### src/rtl/if_fetch_queue.sv
// ----------------------------------------------------------------------------
// if_fetch_queue
//   Instruction-fetch front end feeding id_stage. Walks a sequential PC,
//   issues word-aligned fetch requests to the Icache under a credit limit,
//   buffers returned words with their PCs in a small in-order queue and
//   hands the queue head to ID with a valid/ready handshake. A redirect from
//   fc flushes the queue, marks every in-flight response for discard and
//   restarts fetch at the (word-aligned) target.
//
// Ports
//   clk, rst                 clock / synchronous active-high reset
//   if_Icache_req_o/addr_o   fetch request and its address (fetch_pc)
//   Icache_req_ready_i       Icache accepts the request this cycle
//   Icache_resp_valid_i      in-order instruction return
//   Icache_inst_i            returned instruction word
//   fc_jump_flag_i/pc_i      one-cycle redirect strobe and target
//   if_inst_valid_o          queue head valid
//   if_inst_o, if_pc_o       queue head instruction and PC
//   id_ready_i               ID consumes the head this cycle
// ----------------------------------------------------------------------------
module if_fetch_queue #(
  parameter logic [31:0] RESET_PC = 32'h0000_0000,
  parameter int          DEPTH    = 4,
  parameter int          MAX_OUT  = 2
) (
  input  logic        clk,
  input  logic        rst,
  output logic        if_Icache_req_o,
  output logic [31:0] if_Icache_addr_o,
  input  logic        Icache_req_ready_i,
  input  logic        Icache_resp_valid_i,
  input  logic [31:0] Icache_inst_i,
  input  logic        fc_jump_flag_i,
  input  logic [31:0] fc_jump_pc_i,
  output logic        if_inst_valid_o,
  output logic [31:0] if_inst_o,
  output logic [31:0] if_pc_o,
  input  logic        id_ready_i
);

  localparam int PW = $clog2(DEPTH);
  // One width for every occupancy/credit counter; MAX_OUT <= DEPTH so
  // out_cnt and drop_cnt fit as well.
  localparam int CW = $clog2(DEPTH + 1);
  localparam logic [31:0] RESET_PC_AL = RESET_PC & ~32'h3;

  typedef struct packed {
    logic [31:0] pc;
    logic [31:0] inst;
  } fq_entry_t;

  fq_entry_t       mem [DEPTH];
  fq_entry_t       last_q;       // value shown while the queue is empty
  logic [PW-1:0]   rd_ptr, wr_ptr;
  logic [CW-1:0]   q_cnt;        // valid queue entries
  logic [CW-1:0]   out_cnt;      // accepted requests not yet answered
  logic [CW-1:0]   drop_cnt;     // in-flight responses from a flushed stream
  logic [31:0]     fetch_pc;     // next address to request
  logic [31:0]     resp_pc;      // PC of the oldest live outstanding request

  logic            jump;
  logic [31:0]     jump_tgt;
  logic            resp_ok;
  logic [CW:0]     credit_sum;
  logic            req;
  logic            hs;
  logic            push;
  logic            pop;

  assign jump     = fc_jump_flag_i;
  assign jump_tgt = fc_jump_pc_i & ~32'h3;

  // A response with nothing outstanding is a protocol error and is ignored.
  assign resp_ok    = Icache_resp_valid_i && (out_cnt != '0);

  // Credits: an outstanding request always owns a queue slot, so a response
  // can never find the queue full.
  assign credit_sum = {1'b0, q_cnt} + {1'b0, out_cnt};

  // No new requests while stale responses are still draining; otherwise
  // resp_pc could not tell new-stream responses from old ones.
  assign req = !rst && !jump
            && (out_cnt < CW'(MAX_OUT))
            && (credit_sum < (CW+1)'(DEPTH))
            && (drop_cnt == '0);

  assign hs   = req && Icache_req_ready_i;
  assign push = resp_ok && (drop_cnt == '0) && !jump;
  assign pop  = (q_cnt != '0) && id_ready_i;

  assign if_Icache_req_o  = req;
  assign if_Icache_addr_o = fetch_pc;
  assign if_inst_valid_o  = (q_cnt != '0);
  // Head comes from registered storage only; an empty queue keeps showing
  // the last head that was presented.
  assign if_inst_o = (q_cnt != '0) ? mem[rd_ptr].inst : last_q.inst;
  assign if_pc_o   = (q_cnt != '0) ? mem[rd_ptr].pc   : last_q.pc;

  // Entry storage needs no reset: nothing reads it while q_cnt is zero.
  always_ff @(posedge clk) begin
    if (push) mem[wr_ptr] <= '{pc: resp_pc, inst: Icache_inst_i};
  end

  always_ff @(posedge clk) begin
    if (rst) begin
      fetch_pc <= RESET_PC_AL;
      resp_pc  <= RESET_PC_AL;
      q_cnt    <= '0;
      out_cnt  <= '0;
      drop_cnt <= '0;
      rd_ptr   <= '0;
      wr_ptr   <= '0;
      last_q   <= '0;
    end else begin
      if (q_cnt != '0) last_q <= mem[rd_ptr];

      // hs is already gated off during a redirect.
      out_cnt <= out_cnt + CW'(hs) - CW'(resp_ok);

      if (jump) begin
        // Everything still in flight after this cycle belongs to the old
        // stream; a response arriving now is discarded on the spot.
        drop_cnt <= out_cnt - CW'(resp_ok);
        fetch_pc <= jump_tgt;
        resp_pc  <= jump_tgt;
        q_cnt    <= '0;
        rd_ptr   <= '0;
        wr_ptr   <= '0;
      end else begin
        if (hs) fetch_pc <= fetch_pc + 32'd4;
        if (resp_ok && (drop_cnt != '0)) drop_cnt <= drop_cnt - CW'(1);
        if (push) begin
          wr_ptr  <= wr_ptr + PW'(1);
          resp_pc <= resp_pc + 32'd4;
        end
        if (pop) rd_ptr <= rd_ptr + PW'(1);
        q_cnt <= q_cnt + CW'(push) - CW'(pop);
      end
    end
  end

endmodule
### config.mk
export PLATFORM = sky130hd
export DESIGN_NAME = if_fetch_queue
export DESIGN_NICKNAME = d
export VERILOG_FILES = /design/src/rtl/if_fetch_queue.sv
export SDC_FILE = /design/constraint.sdc
export NUM_CORES = 1
export LEC_CHECK = 0
export CELL_PAD_IN_SITES_DETAIL_PLACEMENT = 0
export CELL_PAD_IN_SITES_GLOBAL_PLACEMENT = 1
export CORE_MARGIN = 8
export CORE_UTILIZATION = 51
export DETAILED_ROUTE_END_ITERATION = 10
export PLACE_DENSITY_LB_ADDON = 0.08
export SYNTH_ARGS = -nofsm -noshare
export SYNTH_HDL_FRONTEND = slang
export SYNTH_SLANG_ARGS = --single-unit
export TNS_END_PERCENT = 30
### constraint.sdc
create_clock -name clk -period 8 [get_ports clk]
set_clock_uncertainty 0.1 [all_clocks]
set_input_delay 1.6 -clock clk [delete_from_list [all_inputs] [get_ports clk]]
set_output_delay 1.6 -clock clk [all_outputs]
set_load 0.02 [all_outputs]
Word level (Yosys, flattened, before mapping). Memory sizes are Yosys's and may differ from the RTL's. A register that Yosys moved wholly into a read port is not among the register bits. Index checks and enable logic that the tools add are counted.

Memories: 1. Logic and storage cells: 57. Register bits after elaboration: 141. Bits in writable memories: 256.

Memories: mem (words 4, width 64, read ports 1, clocked after memory_dff 1, wr ports 1, RTL line 52) `fq_entry_t mem [DEPTH];`.

Reduce and logical (&&, ||, !) cells: 20. Add/subtract/negate cells: 11. Muxes and demuxes: 12. Order comparisons: 2.

Operators with widths (number): two-way mux 32 bit (6); adder 32 x 3 -> 32 bit (second input constant) (2); logical AND 1 bit (10); nonzero test 3 bit (3); subtractor 3 x 1 -> 3 bit (3); adder 3 x 1 -> 3 bit (2); two-way mux 3 bit (2); nonzero test 2 bit (3); adder 2 x 1 -> 2 bit (second input constant) (2); adder 3 x 3 -> 4 bit (1); less-than comparator 4 x 3 -> 1 bit (second input constant) (1); two-way mux 2 bit (2); zero test 3 bit (1); less-than comparator 3 x 2 -> 1 bit (second input constant) (1); subtractor 3 x 1 -> 3 bit (second input constant) (1); zero test 1 bit (2); two-way mux 1 bit (2); OR reduction 2 bit (1).

Longest topological paths before layout.
Depth after elaboration: 8. Mapped depth: 14.

Least setup slack after synthesis. Ideal clock, no wire load.

Kind: input to register. From: input fc_jump_flag_i. To: memory mem[0][0] in the netlist's numbering, enable pin. Path slack: 3.852 ns. Required time: 7.474 ns. Stages: 3. Buffers on the path: 1. Arrival: 3.621 ns. Setup time: 0.426 ns. Cells stage by stage: clkbuf_1 nor3_1 and2_1.

Longest elaborated chain between the ends: 4.

RTL lines: start, declared (RTL line 33) `input logic fc_jump_flag_i,`; zero test 1 bit (RTL line 88) `assign push = resp_ok && (drop_cnt == '0) && !jump;`; logical AND 1 bit (RTL line 88); two-way mux 1 bit (RTL line 101) `if (push) mem[wr_ptr] <= '{pc: resp_pc, inst: Icache_inst_i};`; two-way mux 1 bit (implied by the code) (RTL line 101); end, declared (RTL line 52).

No other way between the ends.

Final worst setup path.
From: input fc_jump_flag_i. To: output if_Icache_req_o.

Longest elaborated chain between the ends: 5.

RTL lines: zero test 1 bit (RTL line 82) `assign req = !rst && !jump`; logical AND 1 bit (RTL line 82); logical AND 1 bit (RTL line 83) `&& (out_cnt < CW'(MAX_OUT))`; logical AND 1 bit (RTL line 84) `&& (credit_sum < (CW+1)'(DEPTH))`; logical AND 1 bit (RTL line 85) `&& (drop_cnt == '0);`; end, declared (RTL line 28) `output logic if_Icache_req_o,`.

No other way between the ends.

==> run_summary.xml <==
<?xml version="1.0" encoding="UTF-8"?>
<metrics>
  <group name="outcome">
    <metric name="status" unit="">finished clean</metric>
  </group>
  <group name="global_routing">
    <metric name="grt_overflow" unit="">0</metric>
    <metric name="number_of_global_route_vias_before_repair" unit="">9239</metric>
    <metric name="wire_length_of_the_first_global_routing_pass" unit="µm">52600</metric>
    <metric name="track_usage" unit="%">18.3</metric>
    <metric name="grt_antenna_before_repair" unit="">0</metric>
    <metric name="grt_max_degree" unit="">65</metric>
  </group>
  <group name="floorplan">
    <metric name="io_pins" unit="">168</metric>
    <metric name="die_wd" unit="µm">191</metric>
    <metric name="core_area" unit="mm²">0.0304</metric>
    <metric name="start_util" unit="%">51.5</metric>
    <metric name="die_area" unit="mm²">0.0366</metric>
    <metric name="row_count" unit="">64</metric>
    <metric name="floorplan.die.height" unit="µm">191</metric>
  </group>
  <group name="synth">
    <metric name="syn_inst" unit="">1065</metric>
    <metric name="synth-adder-area-share" unit="%">1.61</metric>
    <metric name="synth_top_area_share" unit="%">47.5</metric>
    <metric name="avgSynthCellArea" unit="µm²">14.7</metric>
    <metric name="post_synth_mux_area_share" unit="%">13.8</metric>
    <metric name="synth_async_sr_flop_share" unit="%">0</metric>
    <metric name="ys_types" unit="">64</metric>
    <metric name="synth_compound_gate_area_share" unit="%">4.48</metric>
    <metric name="synth-warning-count" unit="">0</metric>
    <metric name="simple_gate_fraction_of_synth_area" unit="%">10.4</metric>
    <metric name="synth.most_common_cell" unit="">sky130_fd_sc_hd__edfxtp_1</metric>
    <metric name="synth_area" unit="mm²">0.0157</metric>
    <metric name="number_of_storage_elements_in_the_synthesis_netlist" unit="">385</metric>
    <metric name="synth_top_cells_by_area" unit="">sky130_fd_sc_hd__edfxtp_1 47%, sky130_fd_sc_hd__dfxtp_1 17%, sky130_fd_sc_hd__mux4_2 8.9%, sky130_fd_sc_hd__mux2_2 4.7%, sky130_fd_sc_hd__nor2b_1 2.6%</metric>
    <metric name="synth_seq_area_share" unit="%">65.0</metric>
    <metric name="synth_common_cells" unit="">248 x sky130_fd_sc_hd__edfxtp_1, 137 x sky130_fd_sc_hd__dfxtp_1, 66 x sky130_fd_sc_hd__mux2_2</metric>
    <metric name="ys_dominant_reg_cell" unit="">sky130_fd_sc_hd__edfxtp_1</metric>
    <metric name="synthXorXnorAreaFrac" unit="%">2.18</metric>
    <metric name="synth_largest_area_cell" unit="">sky130_fd_sc_hd__edfxtp_1</metric>
    <metric name="main_combinational_cell_family_by_area_after_synthesis" unit="">multiplexers</metric>
    <metric name="synth_edf_count" unit="">248</metric>
  </group>
  <group name="detailed_routing">
    <metric name="number_of_vias_per_cell" unit="">5.52</metric>
    <metric name="detail-route-antenna-nets" unit="">0</metric>
    <metric name="drt_first_iter_violations" unit="">546</metric>
    <metric name="drc" unit="">0</metric>
    <metric name="average_wire_per_standard_cell" unit="µm">20.3</metric>
    <metric name="dr.pass1.iters" unit="">5</metric>
    <metric name="routed_wl" unit="µm">33500</metric>
    <metric name="vias" unit="">9097</metric>
  </group>
  <group name="timing">
    <metric name="finalSetupViolCount" unit="">0</metric>
    <metric name="hold_viol_final" unit="">0</metric>
    <metric name="timing_worst_slew_pin_value" unit="ps">1100</metric>
    <metric name="maxSlewViolCount" unit="">0</metric>
    <metric name="timing_limited_maximum_frequency" unit="GHz">0.192</metric>
    <metric name="slew_headroom" unit="%">26.9</metric>
    <metric name="period_share" unit="%">64.9</metric>
    <metric name="period_needed" unit="ps">5200</metric>
    <metric name="rsz_0062_raised_after_global_routing" unit="">no</metric>
    <metric name="tns" unit="ps">0</metric>
  </group>
  <group name="setup_path">
    <metric name="critical_path.startpoint" unit="">fc_jump_flag_i</metric>
    <metric name="cp-start-kind" unit="">input pin</metric>
    <metric name="critical_path.reg2reg.startpoint" unit="">out_cnt[2]</metric>
    <metric name="timing.critical_path.to_type" unit="">primary output</metric>
    <metric name="arrival" unit="ps">3500</metric>
    <metric name="required" unit="ps">6300</metric>
    <metric name="timing.setup.critical_path_class" unit="">input pin to primary output</metric>
    <metric name="reg2regPathDepth" unit="">11</metric>
    <metric name="timing.critical_path.fanout_max" unit="">37</metric>
  </group>
  <group name="cells_and_area">
    <metric name="nets" unit="">1309</metric>
    <metric name="post_route_cells_drive_above_1_share" unit="%">18.2</metric>
    <metric name="area_growth_syn_to_layout" unit="%">20.9</metric>
    <metric name="finish.utilization" unit="%">62.3</metric>
    <metric name="diodes" unit="">0</metric>
  </group>
  <group name="min_path">
    <metric name="holdCritStartpoint" unit="">if_Icache_addr_o[12]</metric>
    <metric name="number_of_cells_traversed_by_the_worst_hold_path" unit="">2</metric>
    <metric name="hp-class" unit="">flop to flop</metric>
  </group>
  <group name="clock_network">
    <metric name="cts_tree" unit="">yes</metric>
    <metric name="post_cts_hold_buffer_count" unit="">0</metric>
    <metric name="postCtsResizedCells" unit="">0</metric>
    <metric name="postCtsSetupBuffers" unit="">0</metric>
    <metric name="htree_levels" unit="">2</metric>
    <metric name="cts_max_path_buffers" unit="">3</metric>
    <metric name="clock_latency_reported_for_the_late_side_of_the_worst_skew_pair" unit="ps">520</metric>
    <metric name="clk_transition_reported_paths" unit="ps">60</metric>
    <metric name="cts_made_buffers" unit="">41</metric>
    <metric name="clk_root_buffer_cell" unit="">sky130_fd_sc_hd__clkbuf_16</metric>
    <metric name="tritoncts_num_sinks" unit="">385</metric>
  </group>
  <group name="place">
    <metric name="gp_congestion" unit="">0.795</metric>
    <metric name="port_buffers" unit="">161</metric>
    <metric name="dpl.hpwl" unit="µm">21000</metric>
  </group>
  <group name="power">
    <metric name="power.ir.vdd_worst" unit="mV">0.180</metric>
    <metric name="power.density_cell_area" unit="mW/mm²">259</metric>
    <metric name="power_leakage" unit="µW">0.00627</metric>
  </group>
  <group name="job">
    <metric name="cap_viol_max_count" unit="">0</metric>
  </group>
</metrics>
kinds of logic after synthesis:
kind of cell    Yosys count
compound gates          109
flops                   385
mux                     131
simple gates            292
xor+xnor                 39
other cells               1
buf+inv                  89
fa+ha+maj                19
power by group:
group,internal [µW],switching (µW)
clock network,1150,735
logic,359,366
registers,2230,71.7
placed cells by master, fill, tap and decap left out, drive strengths merged, types with 4 or more instances in the layout:
cell / n
and3: 6
bufinv: 4
edfxtp: 248
mux4: 62
a31oi: 16
nand4: 16
mux2: 66
a211oi: 23
conb: 4
o21ai: 15
inv: 27
clkinv: 13
nor4: 14
ha: 17
buf: 11
and4: 7
xnor2: 28
nor2: 58
or3: 5
nor3: 15
dfxtp: 137
and2: 10
nand2: 48
nor2b: 64
xor2: 11
a21oi: 30
clkbuf: 58
a21boi: 6
nand3: 32
clkdlybuf4s50: 160
registers in the layout (all words and copies together) (netlist names), named ones only:
signal	cells
q_cnt	3
mem	248
if_Icache_addr_o	30
drop_cnt	3
last_q	62
out_cnt	3
rd_ptr	2
resp_pc	30
wr_ptr	2
cell type report:
| type | instances | area (µm²) |
|---|---|---|
| repair buffers | 171 | 1680 |
| fillers | 2315 | 11500 |
| clock buffers | 58 | 1170 |
| clock inverters | 17 | 189 |
| multi-input cells | 594 | 5130 |
| flip-flops and latches | 385 | 10200 |
| inverters | 27 | 101 |
| well taps | 396 | 495 |
through the flow:
stage | cell area (µm²) | cells | setup slack (ps) | hold slack, ps | power, µW
floorplan | 15700 | 1068 | 3850 | 360 | 2780
global placement | 17600 | 1573 | 2350 | 400 | 3070
detailed placement | 17600 | 1573 | 2360 | 404 | 3080
CTS | 19000 | 1648 | 2690 | 417 | 4970
global route | 19000 | 1648 | 2550 | 427 | 5120
finish | 19000 | 1648 | 2800 | 417 | 4910
worst max-delay path: stages:
cell	delay [ps]
sky130_fd_sc_hd__clkdlybuf4s50_1	400
sky130_fd_sc_hd__buf_4	260
sky130_fd_sc_hd__nor2_1	320
sky130_fd_sc_hd__and4_1	280
sky130_fd_sc_hd__clkdlybuf4s50_1	640
final timing paths:
check | end | slack (ps)
worst max register to register | out_cnt[2] | 3990
worst min-delay path | if_Icache_addr_o[12] | 420
worst min register to register | if_Icache_addr_o[12] | 420
worst max-delay path | if_Icache_req_o | 2800
metal layers:
| metal | share of wire, % | vias up | track usage [%] |
|---|---|---|---|
| met1 | 47 | 4519 | 26.1 |
| met4 | 1.3 | 0 | 3.88 |
| li1 | - | 4324 | - |
| met3 | 5.6 | 38 | 3.56 |
| met5 | 0 | - | 0 |
| met2 | 46 | 216 | 29.0 |
(Power assumes the default switching activity.)
